===== config.mk =====
export PLATFORM = sky130hd
export DESIGN_NAME = board_io_conditioner
export DESIGN_NICKNAME = d
export VERILOG_FILES = /design/src/rtl/board_io_pkg.sv /design/src/rtl/board_io_conditioner_ch.sv /design/src/rtl/board_io_conditioner.sv
export SDC_FILE = /design/constraint.sdc
export NUM_CORES = 1
export LEC_CHECK = 0
export ABC_AREA = 0
export CELL_PAD_IN_SITES_DETAIL_PLACEMENT = 0
export CELL_PAD_IN_SITES_GLOBAL_PLACEMENT = 1
export CORE_MARGIN = 8
export CORE_UTILIZATION = 45
export CTS_CLUSTER_SIZE = 25
export DETAILED_ROUTE_END_ITERATION = 10
export PLACE_DENSITY = 0.79
export SYNTH_ARGS = -nofsm -noshare
export SYNTH_HDL_FRONTEND = slang
export SYNTH_SLANG_ARGS = --single-unit
export TNS_END_PERCENT = 10

===== constraint.sdc =====
create_clock -name clk -period 2.2 [get_ports clk]
set_clock_uncertainty 0.1 [all_clocks]
set_input_delay 0.44 -clock clk [delete_from_list [all_inputs] [get_ports clk]]
set_output_delay 0.44 -clock clk [all_outputs]
set_load 0.005 [all_outputs]

===== src/rtl/board_io_pkg.sv =====
// Shared types and helpers for the board I/O conditioner.
//   rst_state_e : SoC reset sequencer states
//   SYNC_STAGES : depth of every input synchroniser
//   cnt_width() : counter width for a terminal count, never below one bit
// Optional feature macro: BOARD_IO_LONG_PRESS_EN (long-press pulses).
package board_io_pkg;

   typedef enum logic [1:0] {
      ASSERT = 2'd0,
      HOLD   = 2'd1,
      RUN    = 2'd2
   } rst_state_e;

   localparam int SYNC_STAGES = 2;

   function automatic int cnt_width(input int n);
      return (n < 2) ? 1 : $clog2(n);
   endfunction

endpackage


===== src/rtl/board_io_conditioner_ch.sv =====
// Single-bit input conditioner: 2-flop synchroniser, debounce, edge pulses
// and (with BOARD_IO_LONG_PRESS_EN) a one-shot long-press pulse.
// Ports:
//   clk, rst  : system clock, synchronous active-high reset
//   raw_i     : asynchronous board level
//   mask_i    : suppresses all pulses while high (SoC held in reset)
//   level_o   : debounced level
//   rise_o    : 1-cycle pulse on accepted 0->1
//   fall_o    : 1-cycle pulse on accepted 1->0
//   long_o    : 1-cycle long-press pulse, tied 0 without the macro
module io_debounce_ch
   import board_io_pkg::*;
#(
   parameter int DEBOUNCE_CYCLES   = 16,
   parameter int LONG_PRESS_CYCLES = 1000000
) (
   input  logic clk,
   input  logic rst,
   input  logic raw_i,
   input  logic mask_i,
   output logic level_o,
   output logic rise_o,
   output logic fall_o,
   output logic long_o
);

   localparam int             DW      = cnt_width(DEBOUNCE_CYCLES);
   localparam logic [DW-1:0]  DB_LAST = DW'(DEBOUNCE_CYCLES - 1);

   logic [SYNC_STAGES-1:0] sync_q, sync_d;
   logic                   stable_q, stable_d;
   logic [DW-1:0]          db_cnt_q, db_cnt_d;
   logic                   rise_q, rise_d;
   logic                   fall_q, fall_d;
   logic                   sync_lvl;
   logic                   accept;

   assign sync_lvl = sync_q[SYNC_STAGES-1];

   always_comb begin
      sync_d   = {sync_q[SYNC_STAGES-2:0], raw_i};
      stable_d = stable_q;
      db_cnt_d = '0;
      accept   = 1'b0;
      // Any return to the stable level clears the count, so a glitch
      // shorter than the debounce window never gets accepted.
      if (sync_lvl != stable_q) begin
         if (db_cnt_q == DB_LAST) begin
            accept   = 1'b1;
            stable_d = sync_lvl;
         end else begin
            db_cnt_d = db_cnt_q + 1'b1;
         end
      end
      rise_d = accept &  sync_lvl & ~mask_i;
      fall_d = accept & ~sync_lvl & ~mask_i;
   end

   always_ff @(posedge clk) begin
      if (rst) begin
         sync_q   <= '0;
         stable_q <= 1'b0;
         db_cnt_q <= '0;
         rise_q   <= 1'b0;
         fall_q   <= 1'b0;
      end else begin
         sync_q   <= sync_d;
         stable_q <= stable_d;
         db_cnt_q <= db_cnt_d;
         rise_q   <= rise_d;
         fall_q   <= fall_d;
      end
   end

   assign level_o = stable_q;
   assign rise_o  = rise_q;
   assign fall_o  = fall_q;

`ifdef BOARD_IO_LONG_PRESS_EN
   localparam int            LW     = cnt_width(LONG_PRESS_CYCLES + 1);
   localparam logic [LW-1:0] LP_MAX = LW'(LONG_PRESS_CYCLES);

   logic [LW-1:0] lp_cnt_q, lp_cnt_d;
   logic          long_q, long_d;

   always_comb begin
      lp_cnt_d = lp_cnt_q;
      long_d   = 1'b0;
      // Either accepted edge restarts the count; saturating at LP_MAX
      // makes the pulse one-shot until the next press.
      if (accept) begin
         lp_cnt_d = '0;
      end else if (stable_q && (lp_cnt_q != LP_MAX)) begin
         lp_cnt_d = lp_cnt_q + 1'b1;
         long_d   = (lp_cnt_d == LP_MAX) & ~mask_i;
      end
   end

   always_ff @(posedge clk) begin
      if (rst) begin
         lp_cnt_q <= '0;
         long_q   <= 1'b0;
      end else begin
         lp_cnt_q <= lp_cnt_d;
         long_q   <= long_d;
      end
   end

   assign long_o = long_q;
`else
   assign long_o = 1'b0;
`endif

endmodule


===== src/rtl/board_io_conditioner.sv =====
// Board I/O conditioner top: N_CH debounced input channels plus the SoC
// reset sequencer driven by the board reset button.
// Optional feature macro: BOARD_IO_LONG_PRESS_EN (long-press pulses).
// Ports:
//   clk, rst    : system clock, synchronous active-high reset
//   ext_rst_ni  : board reset button, asynchronous, active-low
//   raw_i       : raw asynchronous button/switch levels
//   level_o     : debounced levels
//   rise_o/fall_o/long_o : 1-cycle event pulses, masked during SoC reset
//   sys_rst_o   : active-high SoC reset, sys_rst_no its inverse
//   ready_o     : high while the sequencer is in RUN
//
// state  | meaning
// ASSERT | SoC reset held, hold counter cleared, waiting for button release
// HOLD   | button released, counting RST_HOLD_CYCLES before release
// RUN    | SoC reset released, pulses enabled
module board_io_conditioner
   import board_io_pkg::*;
#(
   parameter int N_CH              = 8,
   parameter int DEBOUNCE_CYCLES   = 16,
   parameter int RST_HOLD_CYCLES   = 64,
   parameter int LONG_PRESS_CYCLES = 1000000
) (
   input  logic            clk,
   input  logic            rst,
   input  logic            ext_rst_ni,
   input  logic [N_CH-1:0] raw_i,
   output logic [N_CH-1:0] level_o,
   output logic [N_CH-1:0] rise_o,
   output logic [N_CH-1:0] fall_o,
   output logic [N_CH-1:0] long_o,
   output logic            sys_rst_o,
   output logic            sys_rst_no,
   output logic            ready_o
);

   localparam int            HW        = cnt_width(RST_HOLD_CYCLES);
   localparam logic [HW-1:0] HOLD_LAST = HW'(RST_HOLD_CYCLES - 1);

   for (genvar i = 0; i < N_CH; i++) begin : g_ch
      io_debounce_ch #(
         .DEBOUNCE_CYCLES   (DEBOUNCE_CYCLES),
         .LONG_PRESS_CYCLES (LONG_PRESS_CYCLES)
      ) u_ch (
         .clk     (clk),
         .rst     (rst),
         .raw_i   (raw_i[i]),
         .mask_i  (sys_rst_o),
         .level_o (level_o[i]),
         .rise_o  (rise_o[i]),
         .fall_o  (fall_o[i]),
         .long_o  (long_o[i])
      );
   end

   rst_state_e             state_q, state_d;
   logic [HW-1:0]          hold_cnt_q, hold_cnt_d;
   logic [SYNC_STAGES-1:0] ext_sync_q, ext_sync_d;
   logic                   sys_rst_q, sys_rst_d;
   logic                   ready_q, ready_d;
   logic                   ext_released;

   // Synchroniser resets to 0 so the button reads as pressed out of reset.
   assign ext_released = ext_sync_q[SYNC_STAGES-1];

   always_comb begin
      ext_sync_d = {ext_sync_q[SYNC_STAGES-2:0], ext_rst_ni};
      state_d    = state_q;
      hold_cnt_d = hold_cnt_q;
      case (state_q)
         ASSERT: begin
            hold_cnt_d = '0;
            if (ext_released) state_d = HOLD;
         end
         HOLD: begin
            if (!ext_released) begin
               state_d    = ASSERT;
               hold_cnt_d = '0;
            end else if (hold_cnt_q == HOLD_LAST) begin
               state_d    = RUN;
               hold_cnt_d = '0;
            end else begin
               hold_cnt_d = hold_cnt_q + 1'b1;
            end
         end
         RUN: begin
            if (!ext_released) state_d = ASSERT;
         end
         default: begin
            state_d    = ASSERT;
            hold_cnt_d = '0;
         end
      endcase
      sys_rst_d = (state_d != RUN);
      ready_d   = (state_d == RUN);
   end

   always_ff @(posedge clk) begin
      if (rst) begin
         state_q    <= ASSERT;
         hold_cnt_q <= '0;
         ext_sync_q <= '0;
         sys_rst_q  <= 1'b1;
         ready_q    <= 1'b0;
      end else begin
         state_q    <= state_d;
         hold_cnt_q <= hold_cnt_d;
         ext_sync_q <= ext_sync_d;
         sys_rst_q  <= sys_rst_d;
         ready_q    <= ready_d;
      end
   end

   assign sys_rst_o  = sys_rst_q;
   assign sys_rst_no = ~sys_rst_q;
   assign ready_o    = ready_q;

endmodule


==> metrics.csv <==
metric,value,unit
synthFlopType,dfxtp_1,
setup_viol,0,
antenna_found_initial,0,
via_count,2028,
power_density,695,mW/mm2
synth-compound-area-share,3.73,%
setup-tns-final,0,ns
path_delay_family,buffers and inverters,
post_cts_resized,0,
critPathLaunchType,flop,
hold_path.class,reg2reg,
yosys-top-cells-area,"dfxtp_1 51%, buf_4 7.3%, xor2_1 4.3%",
rows,31,
io-pin-count,46,
synthToLayoutAreaGrowth,13.4,%
clkTransAtPathRegs,0.08,ns
rsz0062_at_grt,false,
finalHoldViolations,0,
ys_seq_area_share,51.1,%
cts_setup_buffers,0,
drv_cap,0,
synth_top_family_by_area,simple AND/OR/NAND/NOR gates,
cts_num_sinks,84,
synth_top_area_cell,dfxtp_1,
synth_seq_cells,84,
cts_tree,yes,
final_cell_area,0.00373,mm2
clk_latency,0.35,ns
instances_no_fill,441,
slowest_delay,0.58,ns
yosysUniqueCellTypes,40,
p_total,2.59,mW
core,0.00718,mm2
outcome,"complete, no violations",
slowest_stage,clkdlybuf4s50_1,
root_buffer,clkbuf_8,
grt_max_degree,19,
clock_path_buffers,2,
track_usage,10.7,%
wl_per_cell,11.3,um
layout-drive-gt1-share,10.2,%
port-buffer-count,37,
yosys_warnings,0,
whs,0.335,ns
synth_cells,320,
final_max_slew_viol_count,0,
period_needed,2.00,ns
ant_nets,0,
min_period_over_period,90.8,%
endpoint_kind,output pin,
synth_top_area_share,51.1,%
placed_cells,425,
placed_area,0.00355,mm2
die_w,101,um
die-area,0.0103,mm2
worstPathCellList,clkdlybuf4s50_1,
drt-vias-per-instance,4.60,
cts-htree-levels,3,
irDropWorstVdd,0.322,mV
required,1.66,ns
drt_iter0_drc,59,
synthMuxAreaShare,2.44,%
gr-total-overflow,0,
yosys.area_share.adder,3.42,%
cts_buffers,9,
gp_congestion,0.823,
final_nets,357,
crit_type,reg2out,
die_h,101,um
grt_pass1_wl,8.45,mm
leakage,1.45,nW
synth-simple-area-share,22.7,%
ctsHoldBuffers,0,
critPathArrivalTime,1.46,ns
avgSynthCellArea,10.3,um2
num_antenna_cells,0,
timing.fmax,501,MHz
drtPass1Iterations,4,
hpwl,3.62,mm
grt_pass1_vias,1912,
synth_xor_area_share,6.39,%
start_util,45.8,%
post-route-drc-count,0,
wirelength,4.98,mm
cp_num_buf_inv,1,
synth_area,0.00329,mm2
critPathMaxFanout,8,
synth-edff-count,0,
synthArstFlopShare,0,%
==> per-layer routing <==
metal | vias up | GRT usage, % | part of all wire [%] | wire (um)
met5 | - | 0 | 0 | 0
met1 | 922 | 12.4 | 48 | 2370
li1 | 1060 | - | - | -
met2 | 34 | 16.2 | 44 | 2190
met4 | 0 | 7.22 | 2.5 | 123
met3 | 12 | 3.71 | 5.8 | 287
==> through the flow <==
| stage | utilization [%] | setup slack (ns) |
|---|---|---|
| after floorplan | - | 0.851 |
| after global placement | 49.5 | 0.574 |
| after detailed placement | 49.5 | 0.550 |
| after CTS | 52.0 | 0.168 |
| after global routing | 52.0 | 0.148 |
| final | 52.0 | 0.203 |
==> layout by cell type (no fill, tap or decap), types with 9 or more instances in the layout <==
master and count:
xor2_1 16, dfxtp_1 84, clkdlybuf4s50_1 36, ha_1 9, nor2b_1 20, nand3_1 22, nor2_1 37, clkbuf_8 9
inv_1 11
==> layout make-up <==
class | count | area [um2]
repair buffers | 40 | 400
clock buffers | 9 | 124
inverters | 12 | 45.0
well taps | 99 | 124
flip-flops and latches | 84 | 1680
clock inverters | 7 | 52.6
fillers | 665 | 3450
multi-input cells | 190 | 1300
==> sequential cells by signal (all words and copies together), names as in the netlist <==
name and flops:
g_ch.u_ch.fall_o 8, hold_cnt_q 6, g_ch.u_ch.rise_o 8, state_q 2
ext_sync_q 2, ready_o 1, g_ch.u_ch.level_o 8, g_ch.u_ch.db_cnt_q 32
sys_rst_o 1, g_ch.u_ch.sync_q 16
==> synthesized netlist by cell type, drive strengths merged (5+ instances only) <==
library cell / instances
buf: 38
dfxtp: 84
ha: 9
inv: 11
mux2i: 8
nand3: 22
nor2: 37
nor2b: 20
nor3: 5
nor3b: 16
or3: 5
xnor2: 8
xor2: 16
==> cells by family (layout without fill, tap and decap cells) <==
| kind of cell | count (synthesis) | in the layout |
|---|---|---|
| flops | 84 | 84 |
| fa+ha+maj | 9 | 9 |
| buf+inv | 53 | 68 |
| mux | 8 | 8 |
| other cells | 1 | 8 |
| simple gates | 125 | 125 |
| xor+xnor | 24 | 24 |
| compound gates | 16 | 16 |
==> power breakdown <==
part	leakage [nW]	total (mW)	internal (mW)	switching [mW]
registers	0.681	1.55	1.54	0.0130
logic	0.684	0.0716	0.0378	0.0338
clock network	0.0896	0.967	0.415	0.552
==> worst paths after layout <==
path	depth (start not counted)	startpoint	end	slack, ns
max	1	sys_rst_o	sys_rst_o	0.20
min	1	g_ch[7].u_ch.sync_q[0]	g_ch[7].u_ch.sync_q[1]	0.34
max reg2reg	4	g_ch[5].u_ch.db_cnt_q[0]	g_ch[5].u_ch.rise_o	0.77
min reg2reg	1	g_ch[7].u_ch.sync_q[0]	g_ch[7].u_ch.sync_q[1]	0.34
Power figures use the tool's default switching activity.
